<file path="src/rtl/iter_counter.sv">
// iter_counter: start/stop iteration counter with up/down direction, stall and optional auto-reload
module iter_counter #(
    parameter int WIDTH       = 5,
    parameter bit AUTO_RELOAD = 1'b0
) (
    input  logic             clk_i,
    input  logic             clr_n_i,
    input  logic             start_i,
    input  logic             abort_i,
    input  logic             en_i,
    input  logic             down_i,
    input  logic [WIDTH-1:0] limit_i,
    output logic [WIDTH-1:0] count_o,
    output logic             busy_o,
    output logic             tc_o,
    output logic             done_o
);
    typedef enum logic [1:0] {IDLE = 2'd0, RUN = 2'd1, DONE = 2'd2} state_e;

    state_e           state_q, state_d;
    logic [WIDTH-1:0] count_q, count_d;
    logic [WIDTH-1:0] lim_q, lim_d;
    logic             dir_q, dir_d;
    logic             busy_q, busy_d;
    logic             done_q, done_d;
    logic [WIDTH-1:0] term;
    logic             tc;

    // up-runs end at the latched limit, down-runs end at zero
    assign term = dir_q ? '0 : lim_q;
    assign tc   = busy_q && (count_q == term);

    // state register
    always_ff @(posedge clk_i or negedge clr_n_i) begin
        if (!clr_n_i) state_q <= IDLE;
        else          state_q <= state_d;
    end

    // next state: abort wins, auto-reload keeps the run alive at terminal count
    always_comb begin
        state_d = abort_i              ? IDLE :
                  (state_q == IDLE)    ? (start_i ? RUN : IDLE) :
                  (state_q == RUN)     ? ((en_i && tc && !AUTO_RELOAD) ? DONE : RUN) :
                                         IDLE;
    end

    // datapath next values: latch run parameters at start, step or reload while running
    always_comb begin
        lim_d   = lim_q;
        dir_d   = dir_q;
        count_d = count_q;
        if (abort_i) begin
            count_d = '0;
        end else if (state_q == IDLE && start_i) begin
            lim_d   = limit_i;
            dir_d   = down_i;
            count_d = down_i ? limit_i : '0;
        end else if (state_q == RUN && en_i) begin
            count_d = !tc        ? (dir_q ? count_q - 1'b1 : count_q + 1'b1) :
                      AUTO_RELOAD ? (dir_q ? lim_q : '0) :
                                    count_q;
        end
        busy_d = (state_d == RUN);
        done_d = !abort_i && (state_q == RUN) && en_i && tc;
    end

    // datapath registers
    always_ff @(posedge clk_i or negedge clr_n_i) begin
        if (!clr_n_i) begin
            count_q <= '0;
            lim_q   <= '0;
            dir_q   <= 1'b0;
            busy_q  <= 1'b0;
            done_q  <= 1'b0;
        end else begin
            count_q <= count_d;
            lim_q   <= lim_d;
            dir_q   <= dir_d;
            busy_q  <= busy_d;
            done_q  <= done_d;
        end
    end

    assign count_o = count_q;
    assign busy_o  = busy_q;
    assign done_o  = done_q;
    assign tc_o    = tc;
endmodule

</file>
<file path="config.mk">
export PLATFORM = sky130hd
export DESIGN_NAME = iter_counter
export DESIGN_NICKNAME = d
export VERILOG_FILES = /design/src/rtl/iter_counter.sv
export SDC_FILE = /design/constraint.sdc
export NUM_CORES = 1
export LEC_CHECK = 0
export CELL_PAD_IN_SITES_DETAIL_PLACEMENT = 1
export CELL_PAD_IN_SITES_GLOBAL_PLACEMENT = 1
export CORE_UTILIZATION = 35
export DETAILED_ROUTE_END_ITERATION = 10
export PLACE_DENSITY_LB_ADDON = 0.1
export SETUP_SLACK_MARGIN = 0.1
export SYNTH_ARGS = -nofsm -noshare
export SYNTH_HDL_FRONTEND = slang
export SYNTH_SLANG_ARGS = --single-unit
</file>
<file path="constraint.sdc">
create_clock -name clk_i -period 1.85 [get_ports clk_i]
set_input_delay 0.555 -clock clk_i [delete_from_list [all_inputs] [get_ports clk_i]]
set_output_delay 0.555 -clock clk_i [all_outputs]
set_load 0.005 [all_outputs]
</file>
=== After elaboration in Yosys (flattened, before gate mapping) ===
Index checks and enable logic that the tools add are counted.

* Flip-flop bits (word level): 15
* Bits in latches: 0
* Bits in writable memories: 0
* ROM bits: 0
* Input port bits: 11
* Output and inout port bits: 8
* Word-level logic and storage cells: 37
* Memories kept: 0

* Add/subtract/negate cells: 2
* Multipliers: 0
* Divide/modulo/power cells: 0
* Order comparisons: 0
* Eq/ne operators: 4
* Shifts and indexed selects: 0
* Mux-type cells: 12
* Bitwise operators: 1
* Reduce and logical (&&, ||, !) cells: 12

{| class="wikitable"
|+ Operator list
! kind !! count
|-
| 5-bit two-way mux || 7
|-
| 2-bit two-way mux || 4
|-
| 1-bit logical AND || 7
|-
| 5-bit by 1-bit adder with 5-bit output (second input constant) || 1
|-
| 5-bit == test || 1
|-
| 5-bit by 1-bit subtractor with 5-bit output (second input constant) || 1
|-
| 2-bit by 1-bit == test with 1-bit output (second input constant) || 2
|-
| 2-bit AND reduction || 2
|-
| 3-bit by 2-bit != test with 1-bit output (second input constant) || 1
|-
| 3-bit nonzero test || 1
|-
| 2-bit logical NOT || 1
|-
| 1-bit logical NOT || 1
|-
| 1-bit two-way mux || 1
|-
| 1-bit NOT || 1
|}

=== Logic depth before layout (Yosys ltp) ===
* Depth after elaboration: 9
* Mapped depth: 7
* Mapped depth without buffers: 7

=== Worst setup path before layout ===
OpenSTA, ideal clock, no wires.

* Path type: register to output
* Start: register count_q[3] (netlist: count_o[3])
* End: output tc_o
* Arrival: 1.243 ns
* Data required time: 1.295 ns
* Slack: 0.052 ns
* Stages on the path, launching flop included: 4
* Path buffers: 0
* Cell sequence: dfrtp_1 and2b_4 o41ai_2 o2111a_4

* Word-level cells in the longest chain between the ends: 2

{| class="wikitable"
|+ Ends and longest elaborated chain
! what !! line !! source
|-
| start: declaration || 21 || <nowiki>logic [WIDTH-1:0] count_q, count_d;</nowiki>
|-
| start signal: assignment || 76 || <nowiki>count_q <= count_d;</nowiki>
|-
| 5-bit == test || 31 || <nowiki>assign tc = busy_q && (count_q == term);</nowiki>
|-
| 1-bit logical AND || 31 ||
|-
| end: declaration || 15 || <nowiki>output logic tc_o,</nowiki>
|}

Every way passes these cells.

=== Worst setup path after layout ===
Same ends and word-level chain as after synthesis.

==> metrics.yaml <==
min_path_type: "primary input to async pin"
powerDensity_mw_per_mm2: 881
worstMarginPinSlew_ns: 0.438
core_mm2: 0.00252
synth.avg_cell_area_um2: 10.3
vias: 1065
start_kind: "register"
clock.fmax_mhz: 446
worstSetupPathType: "register to output pin"
fp.dieH_um: 54.2
globalRoute.totalOverflow: 0
switching_share_pct: 38.6
grt_antenna_before_repair: 0
die_w_um: 54.2
syn_area_um2: 955
cp_slowest_cell: "dfrtp_1"
p_seq_share_pct: 28.8
fin_crit_sh_pct: 121
fin_tns_setup_ns: -1.69
clkPwrFrac_pct: 13.1
p_leak_nw: 0.840
r2r_cells: 11
clkSinkCount: 15
synth_fp_nets: 108
fin_crit_ns: 2.24
cp-startpoint: "count_o[3]"
cp_cell_sequence: "and2b_4 -> o41ai_4 -> o2111a_4 -> buf_6"
dp_hpwl_mm: 2.34
dpl.cell_count: 171
max-clock-path-buffers: 2
htree_levels: 1
slew_headroom_pct: 70.8
rows: 18
critPathCaptureType: "output pin"
cpPeakStageDelay_ns: 0.42
layout_common_cells: "buf_4 (34), buf_6 (14), dfrtp_1 (11), clkdlybuf4s50_1 (9)"
r2r_slack_ns: -0.36
post_drt_wl_per_cell_um: 23.1
cts_buffers: 3
drtPass1Iterations: 4
rsz0062_at_grt: "true"
clk_latency_ns: 0.31
die_area_mm2: 0.00294
drtIter0Drc: 21
drc: 0
synth_cell_types: 38
fin_skew_ns: 0.0157
p_switching_uw: 602
critPathArrivalTime_ns: 1.69
wl_mm: 4.37
final_common_cell: "buf_4"
synthToLayoutAreaGrowth_pct: 85.6
n_antenna_cell: 0
outcome: "finished with violations"
grt_pass1_wl_mm: 5.81
grt_pass1_vias: 1117
postSynthCellCount: 93
violations: "negative setup slack"
initial_core_util_pct: 37.8
final-max-slew-violation-count: 0
cap_violations: 0
viasPerCell: 5.63
p_comb_share_pct: 58.1
path_max_fanout: 4
clk_pin_slew_worst_paths_ns: 0.11
dpl_cell_area_mm2: 0.00141
required_ns: 1.29
p_int_uw: 959
cts_hold_buf: 0
grt_usage_pct: 30.3
drive_above_1_share_pct: 59.1
num_io_pins: 19
final_util_pct: 70.2
setup_ws_ns: -0.393
hold_viol_final: 0
ys_ff_latch: 15
power_mw: 1.56
r2r-end: "count_o[2]"
synth_warnings: 0
cts_tree: "done"
final_cell_count_no_fill: 189
final-setup-viol-count: 10
final_antenna_net_count: 0
nets: 175
root_buffer: "clkbuf_4"
gp_congestion: 0.740
ys_seq_area_share_pct: 39.3
peakVddDrop_uv: 785
worstReg2RegStart: "dir_q"
grt_max_degree: 16
stdcell_area_mm2: 0.00177
io_buffers: 18
cells by family after synthesis:
logic type / synth area share (%)
simple gates: 22.3
compound gates: 20.3
fa+ha+maj: 6.03
mux: 5.11
buf+inv: 3.28
xor+xnor: 3.67
flops: 39.3
timing repair:
item                                    CTS  global route
cloned                                    0             0
setup buffers                            11             5
resized for setup                        51            22
pin swaps                                 8            13
endpoints found under the setup margin   19            14
power groups by stage:
stage          sequential (mW)  combinational (mW)  clock [mW]
2_1_floorplan            0.449               0.293           0
3_3_place_gp             0.441               0.595           0
3_5_place_dp             0.447               0.618           0
4_1_cts                  0.439               0.783       0.207
5_1_grt                  0.453               0.950       0.220
6_report                 0.449               0.907       0.205
final cells by class:
cell class                 count  area (µm²)
inverter                       6        25.0
clock inverter                 1        5.00
clock buffer                   3        22.5
tap                           30        37.5
sequential                    15         380
timing repair buffer          64         572
fill                         252         751
multi-input combinational     70         729
synth_stat cells (all sizes together):
| cell | number | area, µm² |
|---|---|---|
| a222oi | 1 | 10.0 |
| o2111a | 1 | 20.0 |
| or2 | 4 | 25.0 |
| nor2b | 3 | 18.8 |
| ha | 3 | 37.5 |
| inv | 6 | 22.5 |
| nand4bb | 1 | 11.3 |
| nand3b | 2 | 15.0 |
| xor2 | 2 | 17.5 |
| a21oi | 2 | 10.0 |
| clkbuf | 1 | 3.75 |
| o21ai | 5 | 36.3 |
| a31oi | 2 | 12.5 |
| mux2 | 4 | 48.8 |
| buf | 1 | 5.00 |
| xnor2 | 2 | 17.5 |
| a21o | 1 | 7.51 |
| nand2b | 3 | 18.8 |
| nor2 | 6 | 22.5 |
| nand3 | 4 | 20.0 |
| a22o | 1 | 8.76 |
| nand2 | 6 | 22.5 |
| or3b | 1 | 8.76 |
| a211oi | 2 | 15.0 |
| o221a | 1 | 11.3 |
| o22ai | 1 | 6.26 |
| dfrtp | 15 | 375 |
| fa | 1 | 20.0 |
| a2111oi | 1 | 15.0 |
| o31ai | 1 | 7.51 |
| a2bb2oi | 2 | 17.5 |
| nor3 | 1 | 5.00 |
| and2b | 1 | 10.0 |
| nor3b | 4 | 35.0 |
| o41ai | 1 | 16.3 |
stage by stage:
step	hold WS [ns]	setup WS, ns
floorplan	0.259	0.0741
global placement	0.538	-0.378
detailed placement	0.542	-0.435
CTS	0.572	-0.353
global route	0.604	-0.417
finish	0.567	-0.393
metal layers:
layer / track usage (%) / wire, µm
met5: 0 / 0
met1: 34.2 / 1740
met3: 4.44 / 207
met2: 56.1 / 2230
met4: 12.0 / 196
worst max path at each step:
stage / slack (ns) / depth (start not counted) / end
2_1_floorplan: 0.07 / 3 / tc_o
3_3_place_gp: -0.38 / 4 / tc_o
3_5_place_dp: -0.43 / 4 / tc_o
4_1_cts: -0.35 / 4 / tc_o
5_1_grt: -0.42 / 11 / count_o[4]
6_report: -0.39 / 4 / tc_o
critical path, delay by kind of cell, from the launching register on:
| kind | cells | cell delay (ns) |
|---|---|---|
| buffers and inverters | 1 | 0.09 |
| DFF | 1 | 0.42 |
| AOI/OAI and AO/OA | 2 | 0.65 |
| and+or+nand+nor | 1 | 0.22 |
registers in the layout, indices dropped and copies added (netlist names):
signal and cells:
done_o 1, dir_q 1, state_q 2, lim_q 5, count_o 5, busy_o 1
Note: power is estimated with default switching activity, not from simulation.
